--- src/rtl/pipe_scroller.sv ---
`default_nettype none
// ============================================================================
//  Module   : pipe_scroller
//  Purpose  : Scrolls the single on-screen pipe pair once per frame, respawns
//             it at the right edge with a pseudo-random gap height, drives the
//             pipe-collision checker and tracks score / game-over state.
//  Option   : PIPE_SPEEDUP_EN - when defined, scroll speed rises by one pixel
//             per frame (capped at 4) each time the score reaches a multiple
//             of 8. When undefined, speed is the constant SPEED.
//  Revision : 1.0 - initial release
// ============================================================================
module pipe_scroller #(
  parameter int SCREEN_W = 160,
  parameter int PIPE_W   = 12,
  parameter int GAP_H    = 40,
  parameter int Y_MIN    = 8,
  parameter int SPEED    = 1,
  parameter int Y_INIT   = 40
) (
  input  logic       clk,
  input  logic       resetLow,
  input  logic       start,
  input  logic       frameTick,
  input  logic [7:0] xBird,
  input  logic       collisionHappen,
  output logic       evaluateCollision,
  output logic       collisionClearLow,
  output logic [7:0] xPipe,
  output logic [6:0] yPipe,
  output logic [7:0] height,
  output logic [4:0] width,
  output logic [7:0] score,
  output logic       running,
  output logic       gameOver
);

  localparam logic [7:0] X_SPAWN  = 8'(SCREEN_W - 1);
  localparam logic [6:0] Y_MIN_V  = 7'(Y_MIN);
  localparam logic [6:0] Y_INIT_V = 7'(Y_INIT);
  localparam logic [8:0] PIPE_W_9 = 9'(PIPE_W);
  localparam logic [2:0] SPEED_V  = 3'(SPEED);
  localparam logic [2:0] SPEED_MAX = 3'd4;

  typedef enum logic [2:0] {
    S_IDLE  = 3'd0,
    S_MOVE  = 3'd1,
    S_EVAL  = 3'd2,
    S_CHECK = 3'd3,
    S_OVER  = 3'd4
  } state_t;

  state_t     state;
  state_t     state_next;

  // control strobes decoded from the FSM
  logic       restart;     // load start-of-game values
  logic       advance;     // frame tick accepted: move or respawn the pipe
  logic       decide;      // CHECK with no collision: scoring opportunity

  logic       scored;      // current pipe already counted
  logic [7:0] lfsr;
  logic       lfsr_fb;
  logic [2:0] step;        // effective pixels per frame
  logic       respawn;
  logic [8:0] pipe_right;
  logic       passed;
  logic       score_inc;
  logic [7:0] score_next;

  // geometry handed to the checker never changes
  assign height = 8'(GAP_H);
  assign width  = 5'(PIPE_W);

  // Fibonacci feedback for taps 8,6,5,4 (bits 7,5,4,3)
  assign lfsr_fb = lfsr[7] ^ lfsr[5] ^ lfsr[4] ^ lfsr[3];

  // a position below the step would wrap through 0, so it respawns instead
  assign respawn    = (xPipe < {5'd0, step});
  // 9-bit so a pipe near the right edge cannot alias to a small value
  assign pipe_right = {1'b0, xPipe} + PIPE_W_9;
  assign passed     = !scored && (pipe_right < {1'b0, xBird});
  assign score_inc  = decide && passed;
  assign score_next = (score == 8'hFF) ? score : score + 8'd1;

  // state register
  always_ff @(posedge clk or negedge resetLow) begin
    if (!resetLow) begin
      state <= S_IDLE;
    end else begin
      state <= state_next;
    end
  end

  // next-state and Moore/start-qualified outputs
  always_comb begin
    state_next        = state;
    evaluateCollision = 1'b0;
    collisionClearLow = 1'b1;
    running           = 1'b0;
    gameOver          = 1'b0;
    restart           = 1'b0;
    advance           = 1'b0;
    decide            = 1'b0;
    case (state)
      S_IDLE: begin
        // start has priority over a coincident frame tick, which is dropped
        if (start) begin
          collisionClearLow = 1'b0;
          restart           = 1'b1;
          state_next        = S_MOVE;
        end
      end
      S_MOVE: begin
        running = 1'b1;
        if (frameTick) begin
          advance    = 1'b1;
          state_next = S_EVAL;
        end
      end
      S_EVAL: begin
        running           = 1'b1;
        evaluateCollision = 1'b1;
        state_next        = S_CHECK;
      end
      S_CHECK: begin
        running = 1'b1;
        if (collisionHappen) begin
          state_next = S_OVER;
        end else begin
          decide     = 1'b1;
          state_next = S_MOVE;
        end
      end
      S_OVER: begin
        gameOver = 1'b1;
        if (start) begin
          collisionClearLow = 1'b0;
          restart           = 1'b1;
          state_next        = S_MOVE;
        end
      end
      default: begin
        state_next = S_IDLE;
      end
    endcase
  end

  // free-running gap-position generator; seed is nonzero so it never locks up
  always_ff @(posedge clk or negedge resetLow) begin
    if (!resetLow) begin
      lfsr <= 8'hA5;
    end else begin
      lfsr <= {lfsr[6:0], lfsr_fb};
    end
  end

  // pipe position, gap height and the per-pipe scored flag
  always_ff @(posedge clk or negedge resetLow) begin
    if (!resetLow) begin
      xPipe  <= X_SPAWN;
      yPipe  <= Y_INIT_V;
      scored <= 1'b0;
    end else if (restart) begin
      xPipe  <= X_SPAWN;
      yPipe  <= Y_INIT_V;
      scored <= 1'b0;
    end else if (advance) begin
      if (respawn) begin
        xPipe  <= X_SPAWN;
        yPipe  <= Y_MIN_V + {1'b0, lfsr[5:0]};
        scored <= 1'b0;
      end else begin
        xPipe  <= xPipe - {5'd0, step};
      end
    end else if (score_inc) begin
      scored <= 1'b1;
    end
  end

  // saturating score counter
  always_ff @(posedge clk or negedge resetLow) begin
    if (!resetLow) begin
      score <= 8'd0;
    end else if (restart) begin
      score <= 8'd0;
    end else if (score_inc) begin
      score <= score_next;
    end
  end

`ifdef PIPE_SPEEDUP_EN
  logic [2:0] speed;
  logic       speed_up;

  // bump only on an actual increment that lands on a multiple of 8
  assign speed_up = score_inc && (score != 8'hFF) &&
                    (score_next[2:0] == 3'd0) && (speed < SPEED_MAX);

  // effective scroll speed, restored at reset and restart
  always_ff @(posedge clk or negedge resetLow) begin
    if (!resetLow) begin
      speed <= SPEED_V;
    end else if (restart) begin
      speed <= SPEED_V;
    end else if (speed_up) begin
      speed <= speed + 3'd1;
    end
  end

  assign step = speed;
`else
  assign step = SPEED_V;
`endif

endmodule
`default_nettype wire

--- config.mk ---
export PLATFORM = sky130hd
export DESIGN_NAME = pipe_scroller
export DESIGN_NICKNAME = d
export VERILOG_FILES = /design/src/rtl/pipe_scroller.sv
export SDC_FILE = /design/constraint.sdc
export NUM_CORES = 1
export LEC_CHECK = 0
export CORE_ASPECT_RATIO = 0.5
export CORE_MARGIN = 2
export CORE_UTILIZATION = 45
export DETAILED_ROUTE_END_ITERATION = 10
export GPL_ROUTABILITY_DRIVEN = 0
export PLACE_DENSITY = 0.75
export SYNTH_ARGS = -nofsm -noshare
export SYNTH_HDL_FRONTEND = slang
export SYNTH_SLANG_ARGS = --single-unit
--- constraint.sdc ---
create_clock -name clk -period 6.06 [get_ports clk]
set_clock_uncertainty 0.2 [all_clocks]
set_input_delay 1.212 -clock clk [delete_from_list [all_inputs] [get_ports clk]]
set_output_delay 1.212 -clock clk [all_outputs]
set_load 0.005 [all_outputs]
==> metrics list <==
* Crit Path Max Fanout: 13
- Root Driver: sky130_fd_sc_hd__clkbuf_8
- Number of setup buffers added after CTS: 0
- Worst setup endpoint: collisionClearLow
- After clock tree synthesis, the clock-pin slew on the worst setup and hold paths is 70 ps.
* Post-route antenna net violation count: 0
* Half-perimeter wire length after detailed placement: 2.96 mm
- Setup violations remaining at the end of the flow were counted as 0.
- Placement-stage worst setup slack: around 1800 ps
* Register-to-Register Setup Slack: 2750 ps
- Static leakage power: between 1 and 1.5 nW
* Initial cell density of the core: 0.464
- The first TritonRoute pass finished after 4 iterations.
- The max-slew violation count was 0.
- The detailed router finished its first iteration with 39 violations.
* Port-buffer cells: 39
* Final-layout fill cell count: 358
* Rel. slew slack: 0.646
- Most frequently used flop master after synthesis: sky130_fd_sc_hd__dfrtp_1
- Tracing the worst setup path back leads to its startpoint at start.
- Synthesis inferred 35 register bits.
* Setup TNS: 0 ps
* Required time at the endpoint of the critical path: 4650 ps
- Biggest cell delay along the critical path: 580 ps
- The first global-routing pass estimated 6.53 mm of wire.
- Overall overflow remaining after global route: 0
* Count of distinct cell types in the synthesized netlist: 50
* Power density over the cells: 319 nW/um2
* Critical path arrival: 2810 ps
* Critical-path cell list: clkdlybuf4s50_1, and2_2, inv_1, clkdlybuf4s50_1
* Kind of start point of the critical path: input port
- The region available for standard cell placement spans around 4400 um2.
* Yosys top cell area share: 0.285
* Initial antenna violation count: 0
- Entering global routing, the biggest net connects 36 pins.
- Of all flip-flops after synthesis, the portion carrying an async set or reset was 1.00.
- For the finished layout, the period the worst path requires is 4220 ps.
- A synthesized cell averages 9.67 um2.
- The share of the Yosys chip area taken by registers is 0.441.
* Most frequent cell on the critical path: sky130_fd_sc_hd__clkdlybuf4s50_1
- The startpoint identified for the worst register-to-register timing path is xPipe[2].
- The H-tree was split into 2 levels.
- Compared with the post-synthesis result, the final layout area differs by 22.3%.
* TritonCTS buffer count: 5
* Via Count: 1579
- Using the TritonRoute via totals, the vias-per-cell ratio works out to 5.14.
- In the finished design, the share of the clock period the worst path needs comes to 0.696.
- Clock tree synthesis found a total of 35 sinks.
- Once the clock tree was built, the resizer swapped 0 gates to a different size.
- Summing internal, switching and leakage power gives 0.788 mW.
- The floorplan has 17 rows.
* Number of buffers inserted by hold repair at cts: 0
- After detailed routing, the total wire length is 4.03 mm.
- Fmax: around 0.24 GHz
- Boundary pin count: 53
- Summed over all instances, the cell type with the most area after synthesis is sky130_fd_sc_hd__dfrtp_1.
- Class of the most critical hold timing path: flop to flop
* Cell with the largest stage delay on the worst path: sky130_fd_sc_hd__clkdlybuf4s50_1
* Inserted Diodes: 0
- Peak supply drop: between 100 and 150 uV
- The worst path meets setup with approximately 1800 ps of slack.
- Top cell family by delay on the critical path: buffers and inverters
- Residual DRC: 0
- The setup path with the least slack is of type input port to output port.
- Routed wire per std cell: about 13 um
- Top area cells in the synthesized netlist: sky130_fd_sc_hd__dfrtp_1, sky130_fd_sc_hd__dfstp_2, sky130_fd_sc_hd__ha_1
* Proportion of layout cells with a drive suffix above 1: 0.140
* End of the worst register-to-register path: score[5]
- Die Outline Area: 5080 um2
- In this run, synthesis inferred 0 flip-flops with an integrated enable.
- For this run, the number of Yosys warnings is 0.
* Transition at the pin with the smallest max-transition slack: 530 ps
* Number of cell instances on the worst register-to-register path: 10
- Total buffers and inverters traversed by the critical path: 3
- Max-Cap Viols: 0
- Deepest clock path buffer count: 2
* Number of gates on the worst path with buffers counted: 4
- The number of global-route vias before repair is approximately 1500.
* Critical path capture point type: output port
- Gate count of the mapped netlist: 209
* Clock latency of the later-clocked register in the worst-skew pair: between 200 and 300 ps
* Post-layout nets: ~270
- Area of the mapped netlist: 2020 um2
- Chip Height: just over 50 um
- Unrepaired setup endpoints after global routing: no
* Outcome: completed
* Die width: 98.8 um
- TritonCTS built the clock tree.
- For this run, the total global-route usage over all layers was measured as 0.165.
* Final hold violations: 0
layer usage:
layer / vias to the layer above / track usage / wire, um
li1: 789 / - / -
met1: 754 / 0.212 / 1900
met2: 32 / 0.278 / 1930
met3: 4 / 0.0315 / 165
met4: 0 / 0.0708 / 38
met5: - / 0 / 0
cells in the mapped netlist (2+ instances only):
library cell                n
sky130_fd_sc_hd__nor3_1     2
sky130_fd_sc_hd__mux2i_1    2
sky130_fd_sc_hd__a31oi_1    2
sky130_fd_sc_hd__dfstp_2   12
sky130_fd_sc_hd__dfrtp_1   23
sky130_fd_sc_hd__and2_2     2
sky130_fd_sc_hd__nand3_1    8
sky130_fd_sc_hd__and3_1     3
sky130_fd_sc_hd__buf_6      3
sky130_fd_sc_hd__conb_1     2
sky130_fd_sc_hd__nor2_1    10
sky130_fd_sc_hd__xor2_1     3
sky130_fd_sc_hd__o31ai_1    3
sky130_fd_sc_hd__or4_1      2
sky130_fd_sc_hd__or4_2      2
sky130_fd_sc_hd__nand4_1    3
sky130_fd_sc_hd__a21o_1     2
sky130_fd_sc_hd__ha_1      11
sky130_fd_sc_hd__o21ai_0   10
sky130_fd_sc_hd__inv_1     16
sky130_fd_sc_hd__nand3b_1   3
sky130_fd_sc_hd__xnor2_1    7
sky130_fd_sc_hd__or2_2      2
sky130_fd_sc_hd__nor4_1     2
sky130_fd_sc_hd__nand2_1   21
sky130_fd_sc_hd__a21o_2     2
sky130_fd_sc_hd__buf_4     13
sky130_fd_sc_hd__a21oi_1   15
sky130_fd_sc_hd__nand2b_1   2
where the power goes:
group          total, mW  switching (mW)  leakage (nW)  internal (mW)
clock network      0.159          0.0789        0.0422         0.0806
logic              0.288           0.138         0.662          0.150
registers          0.341          0.0541         0.441          0.287
through the flow:
stage	instances	util	area, um2	hold slack, ps
2_1_floorplan	220	-	2060	133
3_3_place_gp	299	0.549	2390	141
3_5_place_dp	299	0.549	2390	161
4_1_cts	307	0.567	2470	178
5_1_grt	307	0.567	2470	196
6_report	307	0.567	2470	176
worst min path at each step:
stage,start,endpoint,cells past startpoint
4_1_cts,lfsr[1],lfsr[2],0
2_1_floorplan,lfsr[6],lfsr[7],0
3_3_place_gp,lfsr[6],lfsr[7],0
6_report,lfsr[6],lfsr[7],0
5_1_grt,lfsr[1],lfsr[2],0
3_5_place_dp,lfsr[1],lfsr[2],0
final cells by class:
type / instances / area [um2] / share of cell area
Clock inverter: 1 / 5.00 / 0.00202
Inverter: 16 / 60.1 / 0.0243
Tap cell: 57 / 71.3 / 0.0288
Clock buffer: 7 / 76.3 / 0.0309
Sequential cell: 35 / 891 / 0.360
Timing Repair Buffer: 40 / 398 / 0.161
Multi-Input combinational cell: 151 / 972 / 0.393
registers in the layout (all words and copies together) (netlist names):
name	count
lfsr	8
score	8
scored	1
state	3
xPipe	8
yPipe	7
cell families after synthesis:
logic type | synth area share
muxes | 0.00990
adders and majority gates | 0.0681
buffers and inverters | 0.0990
other | 0.00371
xor gates and xnor gates | 0.0433
and+or+nand+nor | 0.188
AOI/OAI and AO/OA | 0.148
DFF | 0.441
placed cells by master (no fill, tap or decap), types with 2 or more instances in the layout:
cell and n:
sky130_fd_sc_hd__clkdlybuf4s50_1 39, sky130_fd_sc_hd__dfrtp_1 23, sky130_fd_sc_hd__nand2_1 21, sky130_fd_sc_hd__inv_1 16, sky130_fd_sc_hd__a21oi_1 15, sky130_fd_sc_hd__conb_1 13, sky130_fd_sc_hd__dfstp_2 12, sky130_fd_sc_hd__ha_1 11
sky130_fd_sc_hd__nor2_1 10, sky130_fd_sc_hd__o21ai_0 10, sky130_fd_sc_hd__nand3_1 8, sky130_fd_sc_hd__xnor2_1 7, sky130_fd_sc_hd__clkbuf_8 5, sky130_fd_sc_hd__xor2_1 3, sky130_fd_sc_hd__nand4_1 3, sky130_fd_sc_hd__nand3b_1 3
sky130_fd_sc_hd__and3_1 3, sky130_fd_sc_hd__o31ai_1 3, sky130_fd_sc_hd__or2_2 2, sky130_fd_sc_hd__nand2b_1 2, sky130_fd_sc_hd__and2_2 2, sky130_fd_sc_hd__or4_2 2, sky130_fd_sc_hd__a21o_2 2, sky130_fd_sc_hd__a31oi_1 2
sky130_fd_sc_hd__nor3_1 2, sky130_fd_sc_hd__or4_1 2, sky130_fd_sc_hd__mux2i_1 2, sky130_fd_sc_hd__a21o_1 2, sky130_fd_sc_hd__nor4_1 2, sky130_fd_sc_hd__clkbuf_1 2
No activity file was read; power rests on OpenSTA's default activity.
